$ cat src/rtl/maq_mod_counter.sv
// Two-digit BCD modulo counter stage with up/down stepping, preset load and a manual SET mode.
// Optional load range checking is enabled by defining MAQM_LOAD_CHECK_EN.
module maq_mod_counter #(
    parameter int unsigned MODULUS = 60,
    parameter int unsigned MSD_W   = 3
) (
    input  logic             maqm_clock,
    input  logic             maqm_reset,
    input  logic             maqm_enable,
    input  logic             maqm_down,
    input  logic             maqm_load,
    input  logic [3:0]       maqm_load_lsd,
    input  logic [MSD_W-1:0] maqm_load_msd,
    input  logic             maqm_set_mode,
    input  logic             maqm_set_inc,
    output logic [3:0]       maqm_lsd,
    output logic [MSD_W-1:0] maqm_msd,
    output logic             maqm_carry,
    output logic             maqm_borrow,
    output logic             maqm_tc,
    output logic             maqm_setting,
    output logic             maqm_load_err
);

    localparam logic ST_RUN = 1'b0;
    localparam logic ST_SET = 1'b1;

    localparam int unsigned     TERM  = MODULUS - 1;
    localparam logic [3:0]      T_LSD = 4'(TERM % 10);
    localparam logic [MSD_W-1:0] T_MSD = MSD_W'(TERM / 10);

    logic             state_q, state_d;
    logic             inc_q;
    logic [3:0]       lsd_q, lsd_d;
    logic [MSD_W-1:0] msd_q, msd_d;
    logic             at_max, at_zero, is_run, inc_rise, do_step;

    always_comb begin
        at_max   = (lsd_q == T_LSD) && (msd_q == T_MSD);
        at_zero  = (lsd_q == 4'd0) && (msd_q == '0);
        is_run   = (state_q == ST_RUN);
        inc_rise = maqm_set_inc & ~inc_q;
        do_step  = is_run ? maqm_enable : inc_rise;
        state_d  = maqm_set_mode ? ST_SET : ST_RUN;
    end

`ifdef MAQM_LOAD_CHECK_EN
    logic        load_err_q, load_err_d;
    logic        load_ok;
    int unsigned load_val;

    always_comb begin
        load_val = 32'(maqm_load_msd) * 32'd10 + 32'(maqm_load_lsd);
        load_ok  = (maqm_load_lsd <= 4'd9) && (load_val < MODULUS);
    end
`endif

    always_comb begin
        lsd_d = lsd_q;
        msd_d = msd_q;
`ifdef MAQM_LOAD_CHECK_EN
        load_err_d = 1'b0;
`endif
        if (maqm_load) begin
`ifdef MAQM_LOAD_CHECK_EN
            if (load_ok) begin
                lsd_d = maqm_load_lsd;
                msd_d = maqm_load_msd;
            end else begin
                load_err_d = 1'b1;
            end
`else
            lsd_d = maqm_load_lsd;
            msd_d = maqm_load_msd;
`endif
        end else if (do_step) begin
            if (maqm_down) begin
                if (at_zero) begin
                    lsd_d = T_LSD;
                    msd_d = T_MSD;
                end else if (lsd_q == 4'd0) begin
                    lsd_d = 4'd9;
                    msd_d = msd_q - MSD_W'(1);
                end else begin
                    lsd_d = lsd_q - 4'd1;
                end
            end else begin
                if (at_max) begin
                    lsd_d = 4'd0;
                    msd_d = '0;
                end else if (lsd_q == 4'd9) begin
                    lsd_d = 4'd0;
                    msd_d = msd_q + MSD_W'(1);
                end else begin
                    lsd_d = lsd_q + 4'd1;
                end
            end
        end
    end

    // Edge-detect register tracks set_inc in both states so a button already held on entry to
    // SET does not produce a step.
    always_ff @(posedge maqm_clock or negedge maqm_reset) begin
        if (!maqm_reset) begin
            state_q <= ST_RUN;
            inc_q   <= 1'b0;
            lsd_q   <= 4'd0;
            msd_q   <= '0;
        end else begin
            state_q <= state_d;
            inc_q   <= maqm_set_inc;
            lsd_q   <= lsd_d;
            msd_q   <= msd_d;
        end
    end

`ifdef MAQM_LOAD_CHECK_EN
    always_ff @(posedge maqm_clock or negedge maqm_reset) begin
        if (!maqm_reset) begin
            load_err_q <= 1'b0;
        end else begin
            load_err_q <= load_err_d;
        end
    end
    assign maqm_load_err = load_err_q;
`else
    assign maqm_load_err = 1'b0;
`endif

    // Wrap pulses are gated by reset so nothing escapes while the stage is held in reset.
    always_comb begin
        maqm_carry   = maqm_reset & is_run & maqm_enable & ~maqm_load & ~maqm_down & at_max;
        maqm_borrow  = maqm_reset & is_run & maqm_enable & ~maqm_load & maqm_down & at_zero;
        maqm_tc      = maqm_down ? at_zero : at_max;
        maqm_setting = (state_q == ST_SET);
        maqm_lsd     = lsd_q;
        maqm_msd     = msd_q;
    end

endmodule

$ cat config.mk
export PLATFORM = sky130hd
export DESIGN_NAME = maq_mod_counter
export DESIGN_NICKNAME = d
export VERILOG_FILES = /design/src/rtl/maq_mod_counter.sv
export SDC_FILE = /design/constraint.sdc
export NUM_CORES = 1
export LEC_CHECK = 0
export ABC_AREA = 0
export CAP_MARGIN = 20
export CORE_UTILIZATION = 30
export CTS_CLUSTER_SIZE = 28
export DETAILED_ROUTE_END_ITERATION = 10
export GPL_TIMING_DRIVEN = 0
export SLEW_MARGIN = 20
export SYNTH_ARGS = -nofsm -noshare
export SYNTH_HDL_FRONTEND = slang
export SYNTH_SLANG_ARGS = --single-unit
$ cat constraint.sdc
create_clock -name maqm_clock -period 2.2 [get_ports maqm_clock]
set_clock_uncertainty 0.05 [all_clocks]
set_input_delay 0.44 -clock maqm_clock [delete_from_list [all_inputs] [get_ports maqm_clock]]
set_output_delay 0.44 -clock maqm_clock [all_outputs]
set_load 0.05 [all_outputs]
==> results.cfg <==
[die]
die-area_sq_um = 3080
ioPinCount = 26
die_w_um = 55.5
die_y_um = 55.5
coreArea_sq_um = 2730
start_util_pct = 31.4
rows = 19

[drt]
drt-total-wl_um = 2310
ant_nets = 0
drtIter0Drc = 25
via_count = 866
drc = 0
first_pass_iters = 4
post_drt_via_cell_ratio = 5.52
routedWlPerCell_um = 14.7

[sta]
drv_slew = 0
min_period_over_period_pct = 96.8
hold_slack_ns = 0.558
max_freq_ghz = 0.470
slew_headroom_pct = 66.0
post-route-min-period_ns = 2.13
setup_viol = 0
rsz0062_at_grt = yes
hold_violations = 0
worst_pin_slew_ns = 0.510

[setup_path]
worstPathMaxFanout = 7
setup.worst_path.start_class = flop
path_cells = clkdlybuf4s50_1
max_stage_delay_ns = 0.86
critPathBufInv = 1
critPathRequiredTime_ns = 1.71
slowest_stage = clkdlybuf4s50_1
end_kind = output port
arrival_ns = 1.64
critPathKind = reg2out
critPathTopFamily = buffers and inverters

[synthesis]
syn_avg_cell_area_sq_um = 9.14
async_flop_share_pct = 100
synth_edf_count = 0
ys_seq_area_share_pct = 26.2
synth_cells = 94
synth-seq-cells = 9
synth_nets = 116
synthFlopType = dfrtp_1
synth_cell_types = 41
syn_area_sq_um = 860
ys_warn_count = 0

[clocking]
cts_tree = yes
htree_levels = 1
clkTransAtPathRegs_ns = 0.07
cts.sinks = 9
clock_latency_ns = 0.27
clock_path_buffers = 2
numCtsBuffers = 3
clockRootBuffer = clkbuf_4

[job]
maxCapViolations = 0

[layout]
fin_util_pct = 46.8
final_area_sq_um = 1280
area_growth_pct = 48.8
nets = 149
drive_gt1_share_pct = 27.8
fillers = 257
antennaDiodeCount = 0

[placement]
gp_congestion = 0.848
placed_cell_area_sq_um = 1160
dp_hpwl_um = 1680
numPortBuffers = 22

[global_routing]
grt_pass1_wl_um = 3910
grt_max_degree = 11
first_global_vias = 827
grt_usage_pct = 16.2
grt_overflow_total = 0
antenna_found_initial = 0

[pwr]
max-vdd-ir-drop_mv = 0.585
p_leak_nw = 0.539
power_mw = 0.982
p_per_area_nw_per_um2 = 768

[run_status]
outcome = complete, no violations

[hold_path]
hold_path_class = reg2reg
[cells in the mapped netlist (2+ instances only)]
| master | count | area share, % |
|---|---|---|
| dfrtp_1 | 9 | 26 |
| ha_1 | 8 | 12 |
| inv_1 | 7 | 3.1 |
| nor2_1 | 7 | 3.1 |
| nand2_1 | 5 | 2.2 |
| o21ai_0 | 5 | 2.9 |
| a31oi_1 | 4 | 2.9 |
| nor3_1 | 4 | 2.3 |
| a211oi_1 | 3 | 2.6 |
| a221oi_1 | 3 | 3.1 |
| nand3_1 | 3 | 1.7 |
| a21oi_1 | 2 | 1.2 |
| a22oi_1 | 2 | 1.7 |
| buf_2 | 2 | 1.2 |
| nand3b_1 | 2 | 1.7 |
| nor2b_1 | 2 | 1.5 |
| xor2_1 | 2 | 2.0 |
[layout make-up]
class / instances / area, sq um / share of cell area [%]
buffer: 4 / 28.8 / 2.25
clock buffer: 4 / 26.3 / 2.05
sequential: 9 / 228 / 17.8
multi-input combinational: 73 / 646 / 50.5
tap: 31 / 38.8 / 3.03
timing repair buffer: 29 / 283 / 22.1
inverter: 7 / 28.8 / 2.25
[per-layer routing]
metal / global-route usage (%) / up-vias / wire [um]
li1: - / 415 / -
met3: 5.39 / 6 / 114
met1: 20.0 / 413 / 1050
met4: 4.64 / 0 / 32
met2: 26.7 / 32 / 1110
met5: 0 / - / 0
[cell usage in the layout, fill, tap and decap left out, types with 4 or more instances in the layout]
cell type         n
a31oi_1           4
nor2_1            6
nand2_1           5
clkdlybuf4s50_1  16
o21ai_0           4
dfrtp_1           7
ha_1              7
inv_1             5
buf_4             7
[where the power goes]
| group | total (mW) | internal, mW | switching, mW |
|---|---|---|---|
| Sequential | 0.264 | 0.203 | 0.0618 |
| Combinational | 0.581 | 0.231 | 0.350 |
| Clock | 0.136 | 0.0702 | 0.0659 |
[per-stage QoR]
| step | TNS [ns] | instances | worst slack [ns] |
|---|---|---|---|
| CTS | 0 | 155 | 0.00138 |
| global placement | -2.22 | 147 | -0.893 |
| finish | 0 | 157 | 0.0701 |
| detailed placement | -2.35 | 147 | -0.941 |
| floorplan | 0 | 94 | 0.00197 |
| global route | -0.0320 | 157 | -0.0242 |
[kinds of logic after synthesis]
kind of cell	count (synthesis)	synth area share (%)
AOI/OAI and AO/OA	30	29.5
xor gates and xnor gates	3	3.06
adders and majority gates	8	11.6
buffers and inverters	12	6.84
DFF	9	26.2
other	1	0.436
and+or+nand+nor	31	22.3
[worst reg2reg max path: cells and delay by family (launching register included)]
| family | cells | cell delay, ns |
|---|---|---|
| compound gates | 2 | 0.44 |
| flops | 1 | 0.42 |
| simple gates | 2 | 0.34 |
| buf+inv | 2 | 0.31 |
| fa+ha+maj | 1 | 0.15 |
[timing repair]
action	CTS	global route
hold buffers	0	1
pin swaps	0	2
buffers inserted	4	2
resized for setup	29	7
hold endpoints to repair	0	9
setup endpoints to repair	3	4
[path summary, 6_finish.rpt]
path                            slack [ns]  cells past startpoint        start          end
worst max-delay path                  0.07                      1  maqm_msd[2]  maqm_msd[2]
worst min-delay path                  0.56                      2  maqm_msd[1]  maqm_msd[1]
worst max register to register        0.37                      7  maqm_lsd[0]  maqm_msd[1]
worst min register to register        0.56                      2  maqm_msd[1]  maqm_msd[1]
max in group asynchronous             1.13                      2   maqm_reset  maqm_lsd[0]
min in group asynchronous             0.62                      2   maqm_reset  maqm_msd[0]
[sequential cells by signal (all words and copies together), names as in the netlist]
| register | flops |
|---|---|
| maqm_lsd | 4 |
| maqm_msd | 3 |
| inc_q | 1 |
| maqm_setting | 1 |
Note: power is estimated with default switching activity, not from simulation.
